`src/rtl/cpu_exec_ctrl_pkg.sv`:
```
// Shared definitions for the CPU execution controller.
// Holds the state encodings (HALT=0, RUN=1, STEP=2, BREAK=3), which are
// visible on the state output, plus a helper that classifies stopped states.
package cpu_exec_ctrl_pkg;

    typedef enum logic [1:0] {
        CTRL_HALT  = 2'd0,
        CTRL_RUN   = 2'd1,
        CTRL_STEP  = 2'd2,
        CTRL_BREAK = 2'd3
    } ctrl_state_e;

    // True for the states in which the CPU is not advancing.
    function automatic logic is_stopped(input ctrl_state_e s);
        return (s == CTRL_HALT) || (s == CTRL_BREAK);
    endfunction

endpackage

```
`src/rtl/cpu_exec_ctrl_rise_detect.sv`:
```
// Synchronous rising-edge detector, usable for any debounced button.
// Ports:
//   clk     - clock
//   reset_n - asynchronous active-low reset
//   din     - level input, already synchronous to clk
//   pulse   - high while din is 1 and was 0 on the previous clk
module rise_detect (
    input  logic clk,
    input  logic reset_n,
    input  logic din,
    output logic pulse
);

    logic din_q;

    always_ff @(posedge clk or negedge reset_n) begin
        if (!reset_n) begin
            din_q <= 1'b0;
        end else begin
            din_q <= din;
        end
    end

    assign pulse = din & ~din_q;

endmodule

```
`src/rtl/cpu_exec_ctrl.sv`:
```
// Run/halt/single-step sequencer. Produces one-clk enable pulses on the
// board clock: ram_ce mid CPU cycle and cpu_ce at the end of each cycle.
// Ports:
//   clk, reset_n        - board clock, asynchronous active-low reset
//   run_sw              - free-run request level
//   step_btn            - debounced step button (rising edge = step event)
//   halt_req            - halt request level from the CPU
//   bp_en, bp_adrs, pc  - PC breakpoint enable/address and current PC
//   cpu_ce, ram_ce      - registered one-clk enables
//   state               - current controller state
//   halted              - 1 in HALT or BREAK
//   cycle_cnt           - number of cpu_ce pulses issued (wraps)
module cpu_exec_ctrl
    import cpu_exec_ctrl_pkg::*;
#(
    parameter int unsigned DIV   = 4,
    parameter int unsigned CNT_W = 32
) (
    input  logic             clk,
    input  logic             reset_n,
    input  logic             run_sw,
    input  logic             step_btn,
    input  logic             halt_req,
    input  logic             bp_en,
    input  logic [31:0]      bp_adrs,
    input  logic [31:0]      pc,
    output logic             cpu_ce,
    output logic             ram_ce,
    output logic [1:0]       state,
    output logic             halted,
    output logic [CNT_W-1:0] cycle_cnt
);

    localparam int unsigned     PH_W    = (DIV > 2) ? $clog2(DIV) : 1;
    localparam logic [PH_W-1:0] PH_MID  = PH_W'(DIV / 2 - 1);
    localparam logic [PH_W-1:0] PH_LAST = PH_W'(DIV - 1);

    ctrl_state_e      state_q, state_d;
    logic [PH_W-1:0]  phase_q, phase_d;
    logic             cpu_ce_q, cpu_ce_d;
    logic             ram_ce_q, ram_ce_d;
    logic             halted_q, halted_d;
    logic             bp_skip_q, bp_skip_d;
    logic [CNT_W-1:0] cnt_q, cnt_d;
    logic             step_evt;
    logic             bp_hit;

    rise_detect u_step_edge (
        .clk     (clk),
        .reset_n (reset_n),
        .din     (step_btn),
        .pulse   (step_evt)
    );

    // bp_skip masks the breakpoint until one instruction has run after
    // leaving HALT, so resuming at pc==bp_adrs makes progress.
    assign bp_hit = bp_en && (pc == bp_adrs) && !bp_skip_q;

    always_comb begin
        state_d   = state_q;
        phase_d   = phase_q;
        bp_skip_d = bp_skip_q;
        ram_ce_d  = 1'b0;
        cpu_ce_d  = 1'b0;
        unique case (state_q)
            CTRL_HALT: begin
                phase_d = '0;
                if (step_evt) begin
                    state_d   = CTRL_STEP;
                    bp_skip_d = 1'b1;
                end else if (run_sw && !halt_req) begin
                    state_d   = CTRL_RUN;
                    bp_skip_d = 1'b1;
                end
            end
            CTRL_BREAK: begin
                phase_d = '0;
                if (step_evt) begin
                    state_d = CTRL_STEP;
                end else if (!run_sw) begin
                    state_d = CTRL_HALT;
                end
            end
            CTRL_RUN, CTRL_STEP: begin
                ram_ce_d = (phase_q == PH_MID);
                if (phase_q == PH_LAST) begin
                    phase_d = '0;
                    // A breakpoint hit outranks run_sw=0 and halt_req.
                    if (state_q == CTRL_RUN && bp_hit) begin
                        state_d = CTRL_BREAK;
                    end else begin
                        cpu_ce_d = 1'b1;
                        if (state_q == CTRL_RUN) begin
                            bp_skip_d = 1'b0;
                            if (!run_sw || halt_req) begin
                                state_d = CTRL_HALT;
                            end
                        end else begin
                            state_d = CTRL_HALT;
                        end
                    end
                end else begin
                    phase_d = phase_q + PH_W'(1);
                end
            end
            default: begin
                state_d = CTRL_HALT;
                phase_d = '0;
            end
        endcase
        halted_d = is_stopped(state_d);
        cnt_d    = cnt_q + CNT_W'(cpu_ce_d);
    end

    always_ff @(posedge clk or negedge reset_n) begin
        if (!reset_n) begin
            state_q   <= CTRL_HALT;
            phase_q   <= '0;
            cpu_ce_q  <= 1'b0;
            ram_ce_q  <= 1'b0;
            halted_q  <= 1'b1;
            bp_skip_q <= 1'b0;
            cnt_q     <= '0;
        end else begin
            state_q   <= state_d;
            phase_q   <= phase_d;
            cpu_ce_q  <= cpu_ce_d;
            ram_ce_q  <= ram_ce_d;
            halted_q  <= halted_d;
            bp_skip_q <= bp_skip_d;
            cnt_q     <= cnt_d;
        end
    end

    assign cpu_ce    = cpu_ce_q;
    assign ram_ce    = ram_ce_q;
    assign state     = state_q;
    assign halted    = halted_q;
    assign cycle_cnt = cnt_q;

endmodule

```
`config.mk`:
```
export PLATFORM = sky130hd
export DESIGN_NAME = cpu_exec_ctrl
export DESIGN_NICKNAME = d
export VERILOG_FILES = /design/src/rtl/cpu_exec_ctrl_pkg.sv /design/src/rtl/cpu_exec_ctrl_rise_detect.sv /design/src/rtl/cpu_exec_ctrl.sv
export SDC_FILE = /design/constraint.sdc
export NUM_CORES = 1
export LEC_CHECK = 0
export CAP_MARGIN = 30
export CORE_AREA = 5 5 85 87
export DETAILED_ROUTE_END_ITERATION = 6
export DIE_AREA = 0 0 90 92
export MAX_ROUTING_LAYER = met4
export PLACE_DENSITY = 0.75
export SLEW_MARGIN = 15
export SYNTH_ARGS = -nofsm -noshare
export SYNTH_HDL_FRONTEND = slang
export SYNTH_HIERARCHICAL = 1
export SYNTH_SLANG_ARGS = --single-unit
```
`constraint.sdc`:
```
create_clock -name clk -period 2.2 [get_ports clk]
set_input_delay 0.33 -clock clk [delete_from_list [all_inputs] [get_ports clk]]
set_output_delay 0.33 -clock clk [all_outputs]
set_load 0.03 [all_outputs]
```
### After elaboration in Yosys (flattened, before gate mapping)

Cells that the tools add are included.

* memories: 0
* register bits after elaboration: 41
* bits in read-only memories: 0
* latch bits: 0
* memory bits (writable): 0

* reductions and logical operators: 15
* equality and inequality tests: 11
* bitwise gates (word level): 2
* mux-type cells: 21
* div/mod/pow operators: 0
* magnitude comparators: 0
* shift operators: 0
* multiply operators: 0
* add/sub/neg operators: 2

Operator list (number)
* 32-bit by 1-bit adder with 32-bit output: 1
* 32-bit equality test: 1
* 2-bit 2-to-1 mux: 9
* 1-bit 2-to-1 mux: 9
* 2-bit equality test (second input constant): 4
* 2-bit != test (second input constant): 3
* 2-bit one-hot mux with 3 select lines: 1
* 5-bit AND reduction: 1
* 2-bit by 1-bit equality test with 1-bit output (second input constant): 2
* 1-bit logical AND: 4
* 2-bit logical NOT: 2
* 2-bit one-hot mux with 2 select lines: 1
* 2-bit OR reduction: 2
* 1-bit logical NOT: 3
* 3-bit != test (second input constant): 1
* 2-bit by 1-bit adder with 2-bit output (second input constant): 1
* 1-bit logical OR: 2
* 1-bit one-hot mux with 2 select lines: 1
* 2-bit nonzero test: 1
* 1-bit bitwise AND: 1
* 1-bit inverter: 1

### Depth between registers and ports, before layout

Gate-level depths: netlist (run 1).

* depth in word-level cells: 9
* mapped depth: 13
* gate-level depth less buffers: 13

### Hierarchy

Netlist (run 1), hierarchy kept.

Modules (own cells, without submodules)
* cpu_exec_ctrl: cells an instance 214, times used 1, sequential area each 1002.2 um2, area each 2264.7 um2
* rise_detect: cells an instance 2, times used 1, sequential area each 25.0 um2, area each 38.8 um2

### Least setup slack after synthesis (run 1)

No wires, ideal clock.

* kind: flip-flop to flip-flop
* start point: register state_q[1] (netlist: state[1])
* end point: register cnt_q[14] (netlist: cycle_cnt[14])
* stages on the path, launching flop included: 14
* path buffers: 0
* clock period less this slack: 2.592 ns
* path slack: -0.392 ns
* setup time: 0.135 ns
* required time: 2.065 ns
* data arrival time: 2.457 ns
* cell sequence: dfrtp_1 inv_1 ha_1 and4b_1 nand4_1 nor4_1 nor2_1 ha_1 ha_1 and3_1 nand3_1 nor2_1 nand3_1 xnor2_1

* longest elaborated chain between the ends: 6

RTL lines
* start, declared: RTL line cpu_exec_ctrl.sv:38 `ctrl_state_e state_q, state_d;`
* start signal, assigned: RTL line cpu_exec_ctrl.sv:125 `state_q <= state_d;`
* 2-bit by 1-bit equality test with 1-bit output: RTL line cpu_exec_ctrl.sv:65, cpu_exec_ctrl.sv:89
* 1-bit logical AND: RTL line cpu_exec_ctrl.sv:89 `if (state_q == CTRL_RUN && bp_hit) begin`
* 1-bit 2-to-1 mux: RTL line cpu_exec_ctrl.sv:89
* 1-bit 2-to-1 mux: RTL line cpu_exec_ctrl.sv:86 `if (phase_q == PH_LAST) begin`
* 1-bit 2-to-1 mux *: RTL line cpu_exec_ctrl.sv:65 `unique case (state_q)`
* via cpu_ce_d: RTL line cpu_exec_ctrl.sv:40 `logic cpu_ce_q, cpu_ce_d;`
* 32-bit by 1-bit adder with 32-bit output *: RTL line cpu_exec_ctrl.sv:112 `cnt_d = cnt_q + CNT_W'(cpu_ce_d);`
* via cnt_d[14]: RTL line cpu_exec_ctrl.sv:44 `logic [CNT_W-1:0] cnt_q, cnt_d;`
* end signal, assigned: RTL line cpu_exec_ctrl.sv:131 `cnt_q <= cnt_d;`
* end, declared: RTL line cpu_exec_ctrl.sv:44

Mark *: on every way through the listed nets, which the timed path passes. The rest lies on a longest branch.
A chain may end at the register's enable or synchronous reset.

### Worst setup path in the final report (run 1)

* start point: register state_q[0] (netlist: state[0])
* end point: register cnt_q[26] (netlist: cycle_cnt[26])

The elaborated chain is that of the path after synthesis.

==> results of run 1 <==
worst max-delay path: cells and delay by family, from the launching register on:
kind | cells | cell delay (ns)
simple gates | 7 | 0.94
xor+xnor | 1 | 0.14
buf+inv | 1 | 0.16
flops | 1 | 0.45
fa+ha+maj | 3 | 0.57
state kept, by name (all words and copies together) (netlist names):
signal	cells
phase_q	2
state	2
cycle_cnt	32
cpu_ce	1
halted	1
bp_skip_q	1
u_step_edge/din_q	1
ram_ce	1
layer usage:
layer / up-vias / share of wire, % / track usage (%) / wire, um
li1: 1031 / - / - / -
met1: 966 / 40 / 16.7 / 2350
met2: 102 / 49 / 24.3 / 2850
met3: 6 / 9.3 / 4.99 / 538
met4: 0 / 1.2 / 4.09 / 71
met5: - / 0 / - / 0
power by group through the flow:
stage | Sequential, mW | Clock [mW] | Combinational (mW)
detailed placement | 0.936 | 0 | 1.00
CTS | 0.923 | 0.726 | 1.04
floorplan | 1.05 | 0 | 0.400
global route | 0.934 | 0.755 | 1.17
finish | 0.924 | 0.700 | 1.06
global placement | 0.937 | 0 | 0.992
per-stage QoR:
step,hold slack (ns),instances
after floorplan,0.0344,216
after detailed placement,0.314,417
after CTS,0.480,432
after global placement,0.306,417
final,0.471,439
after global routing,0.500,439
repair_timing:
action / in CTS / in global routing
pin swaps: 28 / 17
setup endpoints to repair: 27 / 32
hold buffers: 1 / 0
resized for setup: 36 / 20
hold endpoints to repair: 18 / 0
buffers inserted: 6 / 7
layout make-up:
type	instances	area (um2)	share of cell area [%]
Clock inverter	3	65.1	1.63
Tap cell	77	96.3	2.41
Multi-Input combinational cell	167	1410	35.2
Clock buffer	5	68.8	1.72
Sequential cell	41	1030	25.7
Inverter	7	26.3	0.657
Timing Repair Buffer	139	1310	32.6
synthesized netlist by cell type, drive strengths merged (2+ instances only):
cell type  number  share of area [%]
dfrtp          40                 43
xnor2          31                 12
xor2           31                 12
nand3          17                3.7
nand2          16                2.6
nor2           10                1.6
ha              8                4.3
nand4           8                2.2
inv             7                1.1
nor4            7                3.4
and3            5                1.4
o21ai           5                1.1
nor3            4                1.3
a21oi           3               0.81
a21o            2               0.65
and2            2               0.54
and4            2               0.76
mux2i           2               0.87
nand2b          2               0.54
nor2b           2               0.87
cell families (layout without fill, tap and decap cells):
kind of cell               after synthesis  after routing
muxes                                    3              3
and+or+nand+nor                         80             80
DFF                                     41             41
AOI/OAI and AO/OA                       14             14
buffers and inverters                    8            154
xor gates and xnor gates                62             62
adders and majority gates                8              8
worst max path at each step:
| stage | endpoint | slack (ns) | depth (start not counted) |
|---|---|---|---|
| final | cycle_cnt[26]$_DFF_PN0_ | -0.18 | 12 |
| after global routing | cycle_cnt[15]$_DFF_PN0_ | -0.32 | 12 |
| after CTS | cycle_cnt[14]$_DFF_PN0_ | -0.23 | 13 |
| after detailed placement | cycle_cnt[16]$_DFF_PN0_ | -0.57 | 12 |
| after global placement | cycle_cnt[16]$_DFF_PN0_ | -0.53 | 12 |
| after floorplan | cycle_cnt[15]$_DFF_PN0_ | -0.11 | 13 |
==> flow_summary.toml, run 1 <==
[layout]
area_growth_pct = 73.7
final_common_cell = "clkdlybuf4s50_1"
drive_gt1_share_pct = 21.5
final_util_pct = 63.7
postLayoutCellArea_um2 = 4000
final_cell_mix = "68 x clkdlybuf4s50_1, 38 x dfrtp_1, 31 x xor2_1"
fill_cells = 502
fin_nets = 439
insertedDiodeCount = 0

[timing]
maxSlewViolCount = 0
fin_crit_ns = 2.38
max_clock_freq_ghz = 0.420
finalSetupViolCount = 27
setup_slack_ns = -0.183
slew-limit-headroom_pct = 64.6
tightest_slew_ns = 0.531
post-route-period-util_pct = 108
rsz0062_at_grt = "true"
hold_viol = 0
clock_skew_ns = 0.00654
timing.setup.tns_ns = -2.85

[detailed_routing]
vias = 2105
drt-initial-drc-count = 28
drt_pass1_iterations = 4
viasPerCell = 4.79
ant_nets = 0
wl_per_cell_um = 13.2
drc_errors = 0
wl_um = 5810

[worst_setup_path]
crit_type = "register to register"
end_kind = "register"
cp-start-kind = "register"
slowest_stage = "dfrtp_2"
arrival_ns = 2.56
reg2reg_from = "state[0]$_DFF_PN0_"
crit_path_cell_trace = "ha_4, and4b_1, nand4_1, nor4_2, nor2_1, ha_2, ha_4, nand3_4, nor3_4, buf_4, nand3_1, xnor2_1"
reg2reg_depth = 12
crit_path_start = "state[0]$_DFF_PN0_"
cp_common_cell = "ha_4"
critical_path_required_ns = 2.38
timing.reg2reg.setup_slack_ns = -0.18
cpPeakStageDelay_ns = 0.45
r2r-end = "cycle_cnt[26]$_DFF_PN0_"
path_max_fanout = 4

[synthesis]
synth_ff_type = "dfrtp_1"
synth_fp_nets = 294
ys_seq_elements = 41
synth_compound_area_share_pct = 3.97
synth_xor_xnor_area_share_pct = 23.6
synth_sequential_area_ratio_pct = 44.6
syn_area_um2 = 2300
synth_top_family_by_area = "XOR/XNOR gates"
synthAdderAreaFrac_pct = 4.35
synth_edf_count = 0
syn_area_per_cell_um2 = 10.7
synth.area.mux_share_pct = 1.36
yosysWarnings = 6
synth.distinct_cells = 37
syn-instance-count = 216
synthSimpleGateAreaFrac_pct = 20.8
synthArstFlopShare_pct = 100

[clocking]
cts_root_buffer = "clkbuf_8"
worstSkewPairLatency_ns = 0.29
cts-htree-levels = 2
clkTransAtPathRegs_ns = 0.08
cts_tree = "done"
cts_sinks = 41
clk_path_buf_depth = 2
cts_made_buffers = 5

[die]
rows = 29
start_util_pct = 36.7
dieArea_um2 = 8280
placeableCoreArea_um2 = 6280
die_x_um = 90
fp.dieH_um = 92
io_pins = 107

[placement]
place_congestion = 0.865
dp_worst_setup_slack_ns = -0.572
hpwlAfterDp_um = 4680
dpl_cell_area_um2 = 3680
portBuffers = 106

[grt]
groute.usage.overall_pct = 14.6
grt_overflow = 0
grt_pass1_wl_um = 9770
first_global_vias = 2179
grt_start_max_net_pins = 22
antenna_found_initial = 0

[min_path]
hold_depth = 1
holdCritPathClass = "register to register"
hold_path_end = "cycle_cnt[31]$_DFF_PN0_"
hp-start = "cycle_cnt[31]$_DFF_PN0_"

[pwr]
finalPower_mw = 2.69
pwr-share-clk_pct = 26.0
powerDensity_nw_per_um2 = 672
peakVddDrop_mv = 0.428
seqPwrFrac_pct = 34.4
leakage_nw = 1.85
switching_share_pct = 31.0
switching_power_uw = 833
p_int_mw = 1.86
pwr-share-comb_pct = 39.6

[job]
maxCapViolCount = 0

[outcome]
status = "complete, but fails checks"
violations = "negative setup slack"
Power figures use the tool's default switching activity.
==> run 2: changes to the inputs <==
--- a/config.mk
+++ b/config.mk
@@ -5,6 +5,7 @@
 export SDC_FILE = /design/constraint.sdc
 export NUM_CORES = 1
 export LEC_CHECK = 0
+export ABC_CLOCK_PERIOD_IN_PS = 2200
 export CAP_MARGIN = 30
 export CORE_AREA = 5 5 85 87
 export DETAILED_ROUTE_END_ITERATION = 6
==> results of run 2 <==
The final DEF is identical to that of run 1; final timing and power are the same.
==> run 3: changes to the inputs <==
--- a/config.mk
+++ b/config.mk
@@ -10,6 +10,7 @@
 export CORE_AREA = 5 5 85 87
 export DETAILED_ROUTE_END_ITERATION = 6
 export DIE_AREA = 0 0 90 92
+export GPL_TIMING_DRIVEN = 0
 export MAX_ROUTING_LAYER = met4
 export PLACE_DENSITY = 0.75
 export SLEW_MARGIN = 15
==> flow_summary.toml, run 3 (synthesized netlist as in run 1, its figures left out) <==
[worst_setup_path]
reg2reg_from = "state[0]$_DFF_PN0_"
end_kind = "register"
critical_path_required_ns = 2.38
cp_common_cell = "buf_6"
cp-start-kind = "input pin"
crit_type = "input pin to register"
timing.reg2reg.setup_slack_ns = -0.16
slowest_stage = "nor4_4"
r2r-end = "cycle_cnt[15]$_DFF_PN0_"
path_max_fanout = 3
arrival_ns = 2.55
cpPeakStageDelay_ns = 0.34
reg2reg_depth = 13
crit_path_cell_trace = "dlygate4sd2_1, xor2_1, nor4_1, nand3_1, nor4_4, nor2_2, ha_4, buf_6, nand3_4, buf_6, nor2_4, nand3_2, nor2_4, buf_6, xor2_1"

[detailed_routing]
drc_errors = 0
viasPerCell = 4.94
wl_per_cell_um = 14.5
drt-initial-drc-count = 22
ant_nets = 0
wl_um = 6290
drt_pass1_iterations = 4
vias = 2137

[die]
io_pins = 107
die_x_um = 90
start_util_pct = 36.7
rows = 29
placeableCoreArea_um2 = 6280
dieArea_um2 = 8280
fp.dieH_um = 92

[grt]
grt_overflow = 0
groute.usage.overall_pct = 15.2
grt_start_max_net_pins = 25
first_global_vias = 2303
grt_pass1_wl_um = 10300
antenna_found_initial = 0

[clocking]
clkTransAtPathRegs_ns = 0.08
cts_sinks = 41
clk_path_buf_depth = 2
cts_made_buffers = 5
cts_root_buffer = "clkbuf_8"
cts_tree = "done"
cts-htree-levels = 2
worstSkewPairLatency_ns = 0.29

[timing]
finalSetupViolCount = 26
rsz0062_at_grt = "true"
hold_slack_ns = 0.464
max_clock_freq_ghz = 0.420
post-route-period-util_pct = 108
slew-limit-headroom_pct = 68.5
hold_viol = 0
tightest_slew_ns = 0.472
timing.setup.tns_ns = -2.40
fin_crit_ns = 2.38
maxSlewViolCount = 0
setup_slack_ns = -0.179
clock_skew_ns = 0.0110

[layout]
regArea_um2 = 1030
area_growth_pct = 80.4
final_util_pct = 66.2
postLayoutCellArea_um2 = 4160
insertedDiodeCount = 0
fin_nets = 434
fill_cells = 499
final_common_cell = "clkdlybuf4s50_1"
multi_input_area_um2 = 1540
largest_reg_flops = 32
final_cell_mix = "63 x clkdlybuf4s50_1, 38 x dfrtp_1, 30 x xor2_1"
drive_gt1_share_pct = 24.2

[min_path]
hp-start = "cycle_cnt[31]$_DFF_PN0_"
holdCritPathClass = "register to register"
hold_path_end = "cycle_cnt[31]$_DFF_PN0_"
hold_depth = 1

[pwr]
peakVddDrop_mv = 0.326
powerDensity_nw_per_um2 = 601
finalPower_mw = 2.50
leakage_nw = 1.97

[outcome]
violations = "negative setup slack"
status = "complete, but fails checks"

[placement]
portBuffers = 106
hpwlAfterDp_um = 4770
dpl_cell_area_um2 = 3570
place_congestion = 0.854

[job]
maxCapViolCount = 0
run 3: changes by cell type in the layout (fill, tap and decap cells not counted), moves of 4 or more:
cell,before,now
nand3_1,10,6
nand3_4,2,7
dlymetal6s2s_1,9,17
buf_6,3,14
buf_4,29,10
dlygate4sd2_1,28,24
clkdlybuf4s50_1,68,63
nand2_1,15,11
run 3: metal layers:
metal	global-route usage, %	vias up	share of wire [%]
met5	-	-	0
met4	3.47	0	0.91
li1	-	1024	-
met1	16.8	989	40
met2	26.9	116	50
met3	4.66	8	8.8
run 3: critical path, delay by kind of cell:
| kind | cells | cell delay, ns |
|---|---|---|
| buffers and inverters | 4 | 0.59 |
| adder cells (fa/ha/maj) | 1 | 0.18 |
| AND/OR/NAND/NOR | 8 | 1.16 |
| XOR/XNOR | 2 | 0.29 |
run 3: power breakdown:
part	switching, mW	internal (mW)	total, mW
registers	0.0864	0.849	0.935
clock network	0.255	0.330	0.585
logic	0.501	0.477	0.978
total	0.843	1.66	2.50
run 3: what timing repair did:
action,CTS,global route
gates resized for setup,49,51
setup buffers,21,7
cloned,0,0
pin swaps,33,30
hold endpoints to repair,16,0
hold buffers,1,0
setup endpoints to repair,30,32
run 3: layout make-up:
type                    count  area share [%]
inverters                   7           0.632
clock buffers               5            1.66
plain buffers               1           0.120
multi-input cells         167            36.9
clock inverters             2           0.843
flip-flops and latches     41            24.8
well taps                  77            2.32
repair buffers            133            32.7
run 3: worst max-delay path by stage:
stage                                  start                       to  slack (ns)  cells after the start
after floorplan           state[1]$_DFF_PN0_  cycle_cnt[15]$_DFF_PN0_       -0.11                     13
after global routing                  pc[10]  cycle_cnt[13]$_DFF_PN0_       -0.31                     15
after global placement           bp_adrs[28]  cycle_cnt[16]$_DFF_PN0_       -0.65                     12
after CTS                 state[1]$_DFF_PN0_  cycle_cnt[16]$_DFF_PN0_       -0.27                     12
final                            bp_adrs[26]  cycle_cnt[13]$_DFF_PN0_       -0.18                     15
after detailed placement         bp_adrs[18]  cycle_cnt[16]$_DFF_PN0_       -0.70                     12
run 3: metrics by stage:
stage / std cells / worst slack [ns]
global route: 433 / -0.314
finish: 433 / -0.179
global placement: 399 / -0.651
detailed placement: 400 / -0.697
floorplan: 216 / -0.112
CTS: 429 / -0.272
==> edit 1, RTL diff (flow settings as in run 3) <==
Reset style: synchronous (`reset_n`), changed in 2 clocked blocks. Comments in the files are not updated.
--- a/src/rtl/cpu_exec_ctrl_rise_detect.sv
+++ b/src/rtl/cpu_exec_ctrl_rise_detect.sv
@@ -15,3 +15,3 @@
 
-    always_ff @(posedge clk or negedge reset_n) begin
+    always_ff @(posedge clk) begin
         if (!reset_n) begin
--- a/src/rtl/cpu_exec_ctrl.sv
+++ b/src/rtl/cpu_exec_ctrl.sv
@@ -114,3 +114,3 @@
 
-    always_ff @(posedge clk or negedge reset_n) begin
+    always_ff @(posedge clk) begin
         if (!reset_n) begin
Formal check against the unedited RTL: differs if reset_n is asserted again (counterexample within 4 cycles, from zero or initial values and one cycle with reset_n low); with reset_n held inactive, the same outputs for 10 cycles.
==> edit 1 against run 3 <==
  * The run still ends with negative setup slack left
  * Sequential cell count unchanged
  * Worst hold slack improved by 2.2 ps
  * Synthesized area increased by 2.3%
  * Largest cell class unchanged
  * Global-route usage is 2.4 points higher
  * Total power fell by 26%
  * Count of clock-buffer cells in the layout is 2 higher
  * Worst setup slack worse by 310 ps
  * Cell area rose by 3.5%
  * Wire length increased by 28%
==> edit 1: results (changes against run 3) <==
metric,value,unit,change
drtPass1Iterations,5,,+1
met1_usage,21.9,%,+5.1 points
setup_viol,28,,+7.7%
path_max_fanout,4,,+1
pg_seq,797,µW,-15%
wl_met2,4460,µm,+42%
postPlaceCellArea,0.00361,mm²,+1.2%
cp.arrival,2900,ps,+350 ps
num-fill-cells,496,,-0.60%
drt_iter0_drc,70,,+220%
finalWorstSetupSlack,-487,ps,-308 ps
hp-start,phase_q[0],,
slew_headroom,60.3,%,-8.2 points
synth-seq-area-share,34.8,%,-9.8 points
grt_max_degree,12,,-52%
grt_use_total,17.6,%,+2.4 points
wl_met1,3260,µm,+28%
synthDistinctLibCells,38,,+2.7%
violations,negative setup slack,,
setup_tns,-9000,ps,-6600 ps
leakage,1.76,nW,-11%
grt_use_met2,30.1,%,+3.2 points
async_reset_ff_share,0,%,-100 points
dp.cells,454,,+14%
synth_top_flop_cell,dfxtp_1,,
r2r_end,cycle_cnt[27],,
outcome,finished with violations,,
syn_nets,349,,+19%
via_count,2511,,+18%
p_switching,536,µW,-36%
peakVddDrop,0.000343,V,+5.2%
detail_route.wl_per_cell,16.1,µm,+11%
viasPerCell,5.00,,+1.4%
hold_path_end,phase_q[0],,
ff2ff_setup_slack,-490,ps,-330 ps
slowest_stage,or3_1,,
grt_pass1_wl,11900,µm,+15%
comb-power,574,µW,-41%
drive_gt1_share,35.3,%,+11 points
met3_usage,3.36,%,-1.3 points
final.setup_skew,4.37,ps,-6.62 ps
r2r_start,state[1],,
place.gp.congestion,0.770,,-9.9%
==> edit 1: cell count changes after synthesis, sizes merged, moves of 4 or more <==
cell,run 3,this run
dfxtp,0,41
dfrtp,40,0
xnor2,31,7
nor2,10,32
xor2,31,52
nor4,7,16
nand3,17,9
a21oi,3,8
nand4,8,12
nor3,4,8
o21ai,5,9
==> edit 1: logic make-up after synthesis <==
| group | count (synthesis) | synth area share, % |
|---|---|---|
| fa+ha+maj | 8 | 4.25 |
| simple gates | 124 | 29.4 |
| xor+xnor | 59 | 21.9 |
| compound gates | 25 | 7.33 |
| buf+inv | 14 | 2.28 |
| flops | 41 | 34.8 |
==> edit 1: area by class of cell <==
| class | instances | area (µm²) | share of cell area (%) |
|---|---|---|---|
| Multi-Input combinational cell | 216 | 1960 | 45.5 |
| Timing Repair Buffer | 148 | 1280 | 29.8 |
| Sequential cell | 41 | 828 | 19.3 |
| Tap cell | 77 | 96.3 | 2.24 |
| Clock buffer | 7 | 86.3 | 2.01 |
| Inverter | 10 | 40.0 | 0.931 |
| Buffer | 3 | 11.3 | 0.262 |
==> edit 1: worst max-delay path by stage <==
stage               startpoint       endpoint  cells past startpoint  slack [ps]
floorplan             state[1]  cycle_cnt[28]                     14        -430
CTS                   state[1]  cycle_cnt[31]                     14        -370
detailed placement      pc[30]  cycle_cnt[28]                     14       -1090
global placement        pc[30]  cycle_cnt[30]                     14       -1070
finish                state[1]  cycle_cnt[27]                     13        -490
global route          state[1]  cycle_cnt[28]                     15        -560
==> edit 1: repair_timing <==
action | CTS | global route
gates resized for setup | 104 | 107
setup endpoints to repair | 32 | 30
setup buffers | 23 | 20
pin swaps | 62 | 40
hold buffers | 0 | 0
==> edit 2, RTL diff (config.mk and constraints of run 3) <==
Without the edit above. Change the parameter `CNT_W` from 32 to 24.
--- a/src/rtl/cpu_exec_ctrl.sv
+++ b/src/rtl/cpu_exec_ctrl.sv
@@ -16,3 +16,3 @@
     parameter int unsigned DIV   = 4,
-    parameter int unsigned CNT_W = 32
+    parameter int unsigned CNT_W = 24
 ) (
Ports: changed (resized cycle_cnt); port bits go from 107 to 99. The function was not compared with the original's and may differ.
==> edit 2 against run 3 <==
  * Clock power is 23% lower
  * Synthesized area is 13% lower
  * Sequential cell count is 8 lower
  * Clock skew is 7.3 ps lower
  * Wire length is 12% lower
  * Total power is 14% lower
  * First-iteration DRC count up 55%
  * Worst setup slack got worse by 160 ps
  * Non-clock buffer count decreased by 17
  * Largest cell class unchanged
  * Critical endpoint is now cycle_cnt[20]
  * The flow still finishes with violations (negative setup slack)
  * Cell area is 15% lower
  * Synthesized cell count shrank 9.7%
==> edit 2: results (changes against run 3) <==
metric,value,unit,change
outcome,finished with violations,,
peakVddDrop,0.000425,V,+30%
r2r_start,state[1],,
drive_gt1_share,20.4,%,-3.7 points
async_reset_ff_share,100,%,unchanged
violations,negative setup slack,,
pre_cts_ws,-871,ps,-175 ps
synth-seq-area-share,41.3,%,-3.3 points
synth_area_leaders,"dfrtp_1 (40%), xnor2_1 (17%), xor2_1 (6.1%), ha_1 (5.0%), nand4_1 (3.1%)",,
final.setup_skew,3.70,ps,-7.29 ps
grt_max_degree,34,,+36%
portBuffers,98,,-7.5%
synthTopCellsByCount,"xnor2_1 (40), dfrtp_1 (32), xor2_1 (14)",,
postPlaceCellArea,0.00312,mm²,-12%
leakage,1.52,nW,-23%
r2r_end,cycle_cnt[20],,
setup_tns,-4040,ps,-1630 ps
cts_root_buf,clkbuf_8,,
reg2reg_depth,15,,+2
clk_latency,280,ps,
synthDistinctLibCells,35,,-5.4%
antenna_found_initial,0,,unchanged
htree_levels,2,,unchanged
numCtsBuffers,5,,unchanged
startpoint,bp_adrs[22],,
viasPerCell,4.86,,-1.6%
setup_viol,20,,-23%
diodes,0,,unchanged
grt_pass1_vias,1967,,-15%
place.gp.congestion,0.755,,-12%
dpl.hpwl,4190,µm,-12%
ff2ff_setup_slack,-320,ps,-160 ps
drt_iter0_drc,34,,+55%
path_max_fanout,3,,unchanged
min_path_type,in2async,,
slew_headroom,51.0,%,-17 points
hold_ws,110,ps,-354 ps
syn_nets,273,,-7.1%
grt_pass1_wl,8690,µm,-16%
clkSlewWorstSetupHoldPaths,60,ps,-20 ps
finalWorstSetupSlack,-337,ps,-158 ps
grt_use_total,13.0,%,-2.2 points
drtPass1Iterations,4,,unchanged
crit_path_end_kind,flip-flop,,
synth_top_flop_cell,dfrtp_1,,
clockBufferDepth,2,,unchanged
rows,29,,unchanged
avgSynthCellArea,10.3,µm²,-3.6%
wl,5530,µm,-12%
yosysWarnings,6,,unchanged
finalNetCount,396,,-8.8%
largest_reg_flops,24,,-25%
dp.cells,370,,-7.5%
fin_cells,395,,-8.8%
edit 2: worst max-delay path: stages:
cell	delay [ps]
clkdlybuf4s50_1	470
xnor2_1	110
nand4_1	170
nor4_4	320
nand4_2	160
nand2_2	130
nor2_4	50
ha_4	160
ha_4	160
inv_4	50
nor2_4	30
and3_4	170
and2b_2	220
nand4_1	90
xnor2_1	120
edit 2: power by group:
part | switching [mW] | internal, mW
sequential | 0.0617 | 0.686
clock | 0.201 | 0.248
combinational | 0.471 | 0.479
edit 2: logic make-up (layout without fill, tap and decap cells):
family / after synthesis / in the layout / synth area share (%)
and+or+nand+nor: 69 / 69 / 20.5
xor gates and xnor gates: 54 / 54 / 23.6
DFF: 33 / 33 / 41.3
AOI/OAI and AO/OA: 24 / 24 / 7.93
adders and majority gates: 8 / 8 / 4.99
buffers and inverters: 7 / 130 / 1.69
edit 2: layer usage:
layer | share of wire (%) | vias up | wire [µm] | track usage (%)
li1 | - | 927 | - | -
met1 | 38 | 919 | 2120 | 14.2
met2 | 54 | 64 | 2990 | 23.0
met3 | 6.3 | 8 | 349 | 3.11
met4 | 1.3 | 0 | 71 | 4.71
met5 | 0 | - | 0 | -
edit 2: repair_timing:
item | 4_1_cts | 5_1_grt
hold buffers | 0 | 0
setup endpoints to repair | 21 | 23
resized for setup | 20 | 24
pin swaps | 22 | 22
buffers inserted | 14 | 6
edit 2: final cells by class:
cell class	count	area, µm²
Buffer	1	11.3
Fill cell	550	2760
Sequential cell	33	830
Multi-Input combinational cell	155	1330
Inverter	6	25.0
Tap cell	77	96.3
Clock buffer	7	86.3
Timing Repair Buffer	116	1140
